===== src/rtl/bin_op_fold_if.sv =====
// BinOp: two-operand combinational operation interface.
//   Injected modport - initiator side: drives lhs/rhs, reads result.
//   Impl modport     - implementation side: reads lhs/rhs, drives result.
// Data paths are OPERAND_WIDTH+1 bits wide ([OPERAND_WIDTH:0]).
// Also holds two reference Impl modules (add, and) that any Injected
// user can plug in.
interface BinOp #(
  parameter int OPERAND_WIDTH = 8
);
  logic [OPERAND_WIDTH:0] lhs;
  logic [OPERAND_WIDTH:0] rhs;
  logic [OPERAND_WIDTH:0] result;

  modport Injected (output lhs, output rhs, input result);
  modport Impl     (input lhs, input rhs, output result);
endinterface



===== src/rtl/bin_op_fold.sv =====
// bin_op_fold: streaming left-to-right reducer over an injected BinOp.
//   acc = op(op(op(x0, x1), x2), ...), reported with element count.
// Ports:
//   clk, rst         - clock, synchronous active-high reset
//   op               - BinOp.Injected; lhs=acc, rhs=in_data, result sampled
//   in_valid/ready   - operand handshake; in_data operand, in_last ends seq
//   out_valid/ready  - result handshake; out_data folded value,
//                      out_count number of elements (saturating)
module bin_op_fold #(
  parameter int OPERAND_WIDTH = 8,
  parameter int COUNT_WIDTH   = 8
) (
  input  logic                   clk,
  input  logic                   rst,
  BinOp.Injected                 op,
  input  logic                   in_valid,
  output logic                   in_ready,
  input  logic [OPERAND_WIDTH:0] in_data,
  input  logic                   in_last,
  output logic                   out_valid,
  input  logic                   out_ready,
  output logic [OPERAND_WIDTH:0] out_data,
  output logic [COUNT_WIDTH-1:0] out_count
);

  typedef enum logic [1:0] {
    S_IDLE,
    S_ACCUM,
    S_DONE
  } state_e;

  state_e                 state_q, state_d;
  logic [OPERAND_WIDTH:0] acc_q, acc_d;
  logic [COUNT_WIDTH-1:0] count_q, count_d;

  logic in_xfer;
  logic out_xfer;

  always_comb begin
    op.lhs = acc_q;
    op.rhs = in_data;
  end

  // Handshake outputs depend on registered state only.
  always_comb begin
    in_ready  = (state_q != S_DONE);
    out_valid = (state_q == S_DONE);
    out_data  = acc_q;
    out_count = count_q;
    in_xfer   = in_valid && in_ready;
    out_xfer  = out_valid && out_ready;
  end

  always_comb begin
    state_d = state_q;
    acc_d   = acc_q;
    count_d = count_q;
    unique case (state_q)
      S_IDLE: begin
        if (in_xfer) begin
          // First element is loaded directly; the op is not applied.
          acc_d   = in_data;
          count_d = COUNT_WIDTH'(1);
          state_d = in_last ? S_DONE : S_ACCUM;
        end
      end
      S_ACCUM: begin
        if (in_xfer) begin
          acc_d   = op.result;
          count_d = (count_q == '1) ? count_q : count_q + COUNT_WIDTH'(1);
          if (in_last) state_d = S_DONE;
        end
      end
      S_DONE: begin
        if (out_xfer) state_d = S_IDLE;
      end
      default: state_d = S_IDLE;
    endcase
  end

  always_ff @(posedge clk) begin
    if (rst) begin
      state_q <= S_IDLE;
      acc_q   <= '0;
      count_q <= '0;
    end else begin
      state_q <= state_d;
      acc_q   <= acc_d;
      count_q <= count_d;
    end
  end

endmodule


===== src/flat_wrapper.sv =====
// flat-port wrapper written by rule: the top's interface ports become plain ports
module bin_op_fold_flat 
#(
  parameter int OPERAND_WIDTH = 8,
  parameter int COUNT_WIDTH   = 8
)
  (clk, rst, in_valid, in_ready, in_data, in_last, out_valid, out_ready, out_data, out_count, op_lhs, op_rhs, op_result);
  BinOp #(.OPERAND_WIDTH(OPERAND_WIDTH)) op_i ();
  input  logic clk;
  input  logic rst;
  input  logic in_valid;
  output logic in_ready;
  input  logic [OPERAND_WIDTH:0] in_data;
  input  logic in_last;
  output logic out_valid;
  input  logic out_ready;
  output logic [OPERAND_WIDTH:0] out_data;
  output logic [COUNT_WIDTH-1:0] out_count;
  output wire logic [$bits(op_i.lhs)-1:0] op_lhs;
  output wire logic [$bits(op_i.rhs)-1:0] op_rhs;
  input wire logic [$bits(op_i.result)-1:0] op_result;
  assign op_lhs = op_i.lhs;
  assign op_rhs = op_i.rhs;
  assign op_i.result = op_result;
  bin_op_fold #(.OPERAND_WIDTH(OPERAND_WIDTH), .COUNT_WIDTH(COUNT_WIDTH)) u_core (.clk(clk), .rst(rst), .op(op_i), .in_valid(in_valid), .in_ready(in_ready), .in_data(in_data), .in_last(in_last), .out_valid(out_valid), .out_ready(out_ready), .out_data(out_data), .out_count(out_count));
endmodule

===== config.mk =====
export PLATFORM = sky130hd
export DESIGN_NAME = bin_op_fold_flat
export DESIGN_NICKNAME = d
export VERILOG_FILES = /design/src/rtl/bin_op_fold_if.sv /design/src/rtl/bin_op_fold.sv /design/src/flat_wrapper.sv
export SDC_FILE = /design/constraint.sdc
export NUM_CORES = 1
export LEC_CHECK = 0
export BUFFER_PORTS_ARGS = -buffer_cell sky130_fd_sc_hd__buf_2
export CELL_PAD_IN_SITES_DETAIL_PLACEMENT = 2
export CELL_PAD_IN_SITES_GLOBAL_PLACEMENT = 2
export CORE_ASPECT_RATIO = 0.75
export CORE_MARGIN = 5
export CORE_UTILIZATION = 23
export DETAILED_ROUTE_END_ITERATION = 16
export GPL_ROUTABILITY_DRIVEN = 0
export GPL_TIMING_DRIVEN = 0
export PLACE_DENSITY_LB_ADDON = 0.1
export SYNTH_ARGS = -nofsm -noshare
export SYNTH_HDL_FRONTEND = slang
export SYNTH_SLANG_ARGS = --single-unit

===== constraint.sdc =====
create_clock -name clk -period 1.6 [get_ports clk]
set_input_delay 0.32 -clock clk [delete_from_list [all_inputs] [get_ports clk]]
set_output_delay 0.32 -clock clk [all_outputs]
set_load 0.01 [all_outputs]

# Yosys cells after proc, flatten, opt, wreduce, memory -nomap -nowiden
# Index checks and enable logic that the tools add are counted.
# op_classes
add_sub_neg,1
eq_ne,9
mux,13
reduce_logical,7
# op_table
op,n
$mux 8,3
$mux 9,2
$pmux 9 s2,1
$pmux 8 s2,1
$mux 2,5
$add 8x1->8 const B,1
$eq 8x8->1 const B,1
$reduce_and 4->1,2
$ne 2x1->1 const B,3
$ne 2x2->1 const B,3
$pmux 2 s3,1
$reduce_and 3->1,1
$eq 2x1->1 const B,1
$eq 2x2->1 const B,1
$logic_and 1x1->1,2
$logic_not 2->1,1
$reduce_bool 2->1,1
# totals
reg_bits,19

# Longest topological paths before layout
# depth
ltp_word,4
ltp_mapped,5

# Worst setup path before layout
# No wires, ideal clock.
# synth_path
kind,register to register
start,register u_core.count_q[0] (netlist: u_core.out_count[0])
end,register u_core.count_q[0] (netlist: u_core.out_count[0])
setup_time_ns,0.086
arrival_ns,1.420
required_ns,1.514
path_slack_ns,0.094
stages_incl_launch_ff,6
synth_period_minus_slack_ns,1.506
path_cell_list,dfxtp_1 > ha_1 > nand2_1 > or3_1 > mux2i_1 > a211oi_1
# synth_via
elab_chain_len,4
# synth_rtl
item,line_no,rtl
"start, declared",bin_op_fold.sv:34,"logic [COUNT_WIDTH-1:0] count_q, count_d;"
"start signal, assigned",bin_op_fold.sv:89,count_q <= count_d;
$add 8x1->8,bin_op_fold.sv:70,count_d = (count_q == '1) ? count_q : count_q + COUNT_WIDTH'(1);
$mux 8,bin_op_fold.sv:70,
$mux 8,bin_op_fold.sv:68,if (in_xfer) begin
$pmux 8 s2,bin_op_fold.sv:58,unique case (state_q)
# Several ways; a longest one is shown, not always the timed one. The select of a mux whose other input is x is not followed.
# A chain may end at the register's enable or synchronous reset.

# Worst setup path after layout
# Same ends and word-level chain as after synthesis.

==> reports/metrics.yaml <==
io_buffers: 59
critPathBufInv: 0
fin_skew_ns: 0.0007943
netlist.area_leader.share_pct: 34.70
dieWidth_um: 89.71
cp.arrival_ns: 1.68
fin_crit_ns: 1.510
coreArea_um2: 4546
p_int_uw: 823.2
synth_cell_types: 30
rrSetupSlack_ns: 0.09
worstMarginPinSlew_ns: 0.5170
status: "finished clean"
route.vias.total: 1125
setup_viol: 0
yosysWarnings: 0
clkSlewWorstSetupHoldPaths_ns: 0.07
cts_htree_levels: 1
initial_core_util_pct: 24.11
cpPeakStageDelay_ns: 0.41
syn_inst: 125
nets: 213
dp_slack_ns: -0.06061
swShare_pct: 29.12
std_cell_rows: 21
yosysMostFrequentCell: "buf_4"
yosysTopAreaCell: "dfxtp_1"
cts_made_buffers: 3
drive_gt1_share_pct: 49.47
worstSetupPathType: "flop to flop"
antenna_cells: 0
cts_tree: "done"
maxCapViolations: 0
final-max-slew-violation-count: 0
postCtsHoldBufs: 0
vias_per_cell: 4.592
io_pins: 60
dp_hpwl_mm: 2.986
synth_seq_cells: 19
synth_ff_type: "dfxtp_1"
regToRegEndpoint: "u_core.out_count[0]$_SDFFE_PP0P_"
worst_slack_ns: 0.09026
slew_headroom_pct: 65.54
drc: 0
clk_path_buf_depth: 2
timing.critical_path.from: "u_core.out_count[0]$_SDFFE_PP0P_"
finalCritPeriodShare_pct: 94.36
timing.rr.start: "u_core.out_count[0]$_SDFFE_PP0P_"
drt-wirelength-per-cell_um: 15.27
path_max_fanout: 6
syn-cell-area_um2: 1096
ys_async_sr_fraction_pct: 0
power_frac_clock_pct: 30.3
leakagePower_uw: 0.0007125
crit_required_ns: 1.77
antenna_found_initial: 0
hold_viol_final: 0
finalSetupTns_ns: 0
grt_pass1_vias: 1241
cts_root_buf: "clkbuf_8"
clock_latency_ns: 0.26
synth-edff-count: 0
fmax_mhz: 662.4
syn_area_per_cell_um2: 8.768
drt_iter0_markers: 28
crit_slowest_cell: "dfxtp_2"
crit_path_cell_trace: "ha_4 > nand2_1 > or3_1 > mux2i_1 > a211oi_1"
hold_class: "primary input to flop"
combPwrFrac_pct: 24.6
grt_first_pass_wirelength_mm: 6.189
whs_path_depth: 2
p_total_uw: 1161
grt_start_max_net_pins: 11
ir_worst_vdd_mv: 0.3220
dieArea_um2: 6260
dr.pass1.iters: 3
syn2layout_area_growth_pct: 39.50
syn_nets: 149
antenna_left: 0
critical_path.top_delay_family: "simple AND/OR/NAND/NOR gates"
routed_wl_mm: 3.740
gr-total-overflow: 0
cp-end-kind: "flop"
p_seq_share_pct: 45.1
synth_area_leaders: "dfxtp_1 (35%), buf_4 (14%), mux2i_1 (9.1%)"
synth_common_cells: "buf_4 (20), dfxtp_1 (19), nor2_1 (16)"
clock_sinks: 19
die_h_um: 69.79
hp-start: "in_last"
reg2reg_depth: 5
fin_util_pct: 33.64
yosysSeqAreaShare_pct: 34.70
switching_power_uw: 338.2
globalRouteTotalUtil_pct: 12.04
cp-start-kind: "flop"
powerDensity_nw_per_um2: 759.6
min_to: "u_core.state_q[0]$_SDFFE_PP0P_"
[per-stage QoR]
stage          std cells  hold WS [ns]  instance area, um2
5_1_grt              245        0.2714                1529
6_report             245        0.2699                1529
3_5_place_dp         241        0.4929                1463
3_3_place_gp         241        0.4865                1463
2_1_floorplan        125        0.4329                1096
4_1_cts              245        0.2611                1515
[per-layer routing]
metal	GRT usage [%]	vias up	wire, um	share of wire, %
met3	3.254	4	184	4.9
met4	4.027	0	36	0.96
li1	-	556	-	-
met1	14.20	528	1683	45
met5	0	-	0	0
met2	20.94	37	1835	49
[cells in the final DEF, fill, tap and decap left out, drive strengths merged, types with 3 or more instances in the layout]
cell / n
inv: 4
nand3: 3
nor2: 16
nand2: 6
buf: 82
a211oi: 13
a21oi: 5
mux2i: 10
dfxtp: 19
o32ai: 3
clkbuf: 6
nand2b: 3
[state kept, by name, indices dropped and copies added (netlist names)]
register,cells
u_core.out_count,8
u_core.op.lhs,9
u_core.state_q,2
[worst reg2reg max path, stage by stage, from the launching register on]
cell and delay [ns]:
dfxtp_2 0.41, ha_4 0.18, nand2_1 0.09, or3_1 0.37, mux2i_1 0.14, a211oi_1 0.23
[power groups by stage]
stage	logic, uW	clock network (uW)	registers [uW]
6_report	286	351	524
5_1_grt	320	382	531
4_1_cts	292	372	524
3_5_place_dp	290	0	534
3_3_place_gp	281	0	532
2_1_floorplan	161	0	540
[area by class of cell]
cell class                 instances  area [um2]
fill                             540        3017
multi-input combinational         77       531.8
sequential                        19       385.4
timing repair buffer              59       295.3
buffer                            25       185.2
tap                               57       71.32
clock buffer                       4       45.04
inverter                           4       15.01
[kinds of logic after synthesis]
logic type,Yosys count,share of synthesized area (%)
buffers and inverters,29,18.26
adder cells (fa/ha/maj),1,1.141
flip-flops,19,34.70
AND/OR/NAND/NOR,36,17.01
AO/OA/AOI/OAI,30,19.75
multiplexers,10,9.133
[worst max-delay path by stage]
stage                     slack (ns)  depth (start not counted)                          endpoint
after global routing           -0.02                          5  u_core.out_count[0]$_SDFFE_PP0P_
final                           0.09                          5  u_core.out_count[0]$_SDFFE_PP0P_
after floorplan                 0.09                          5  u_core.out_count[0]$_SDFFE_PP0P_
after detailed placement       -0.06                          5  u_core.out_count[5]$_SDFFE_PP0P_
after global placement         0.003                          5  u_core.out_count[5]$_SDFFE_PP0P_
after CTS                       0.02                          4  u_core.out_count[0]$_SDFFE_PP0P_
[timing repair]
item,CTS,global route
resized for setup,3,4
endpoints found under the setup margin,5,4
setup buffers,0,0
Power figures use the tool's default switching activity.
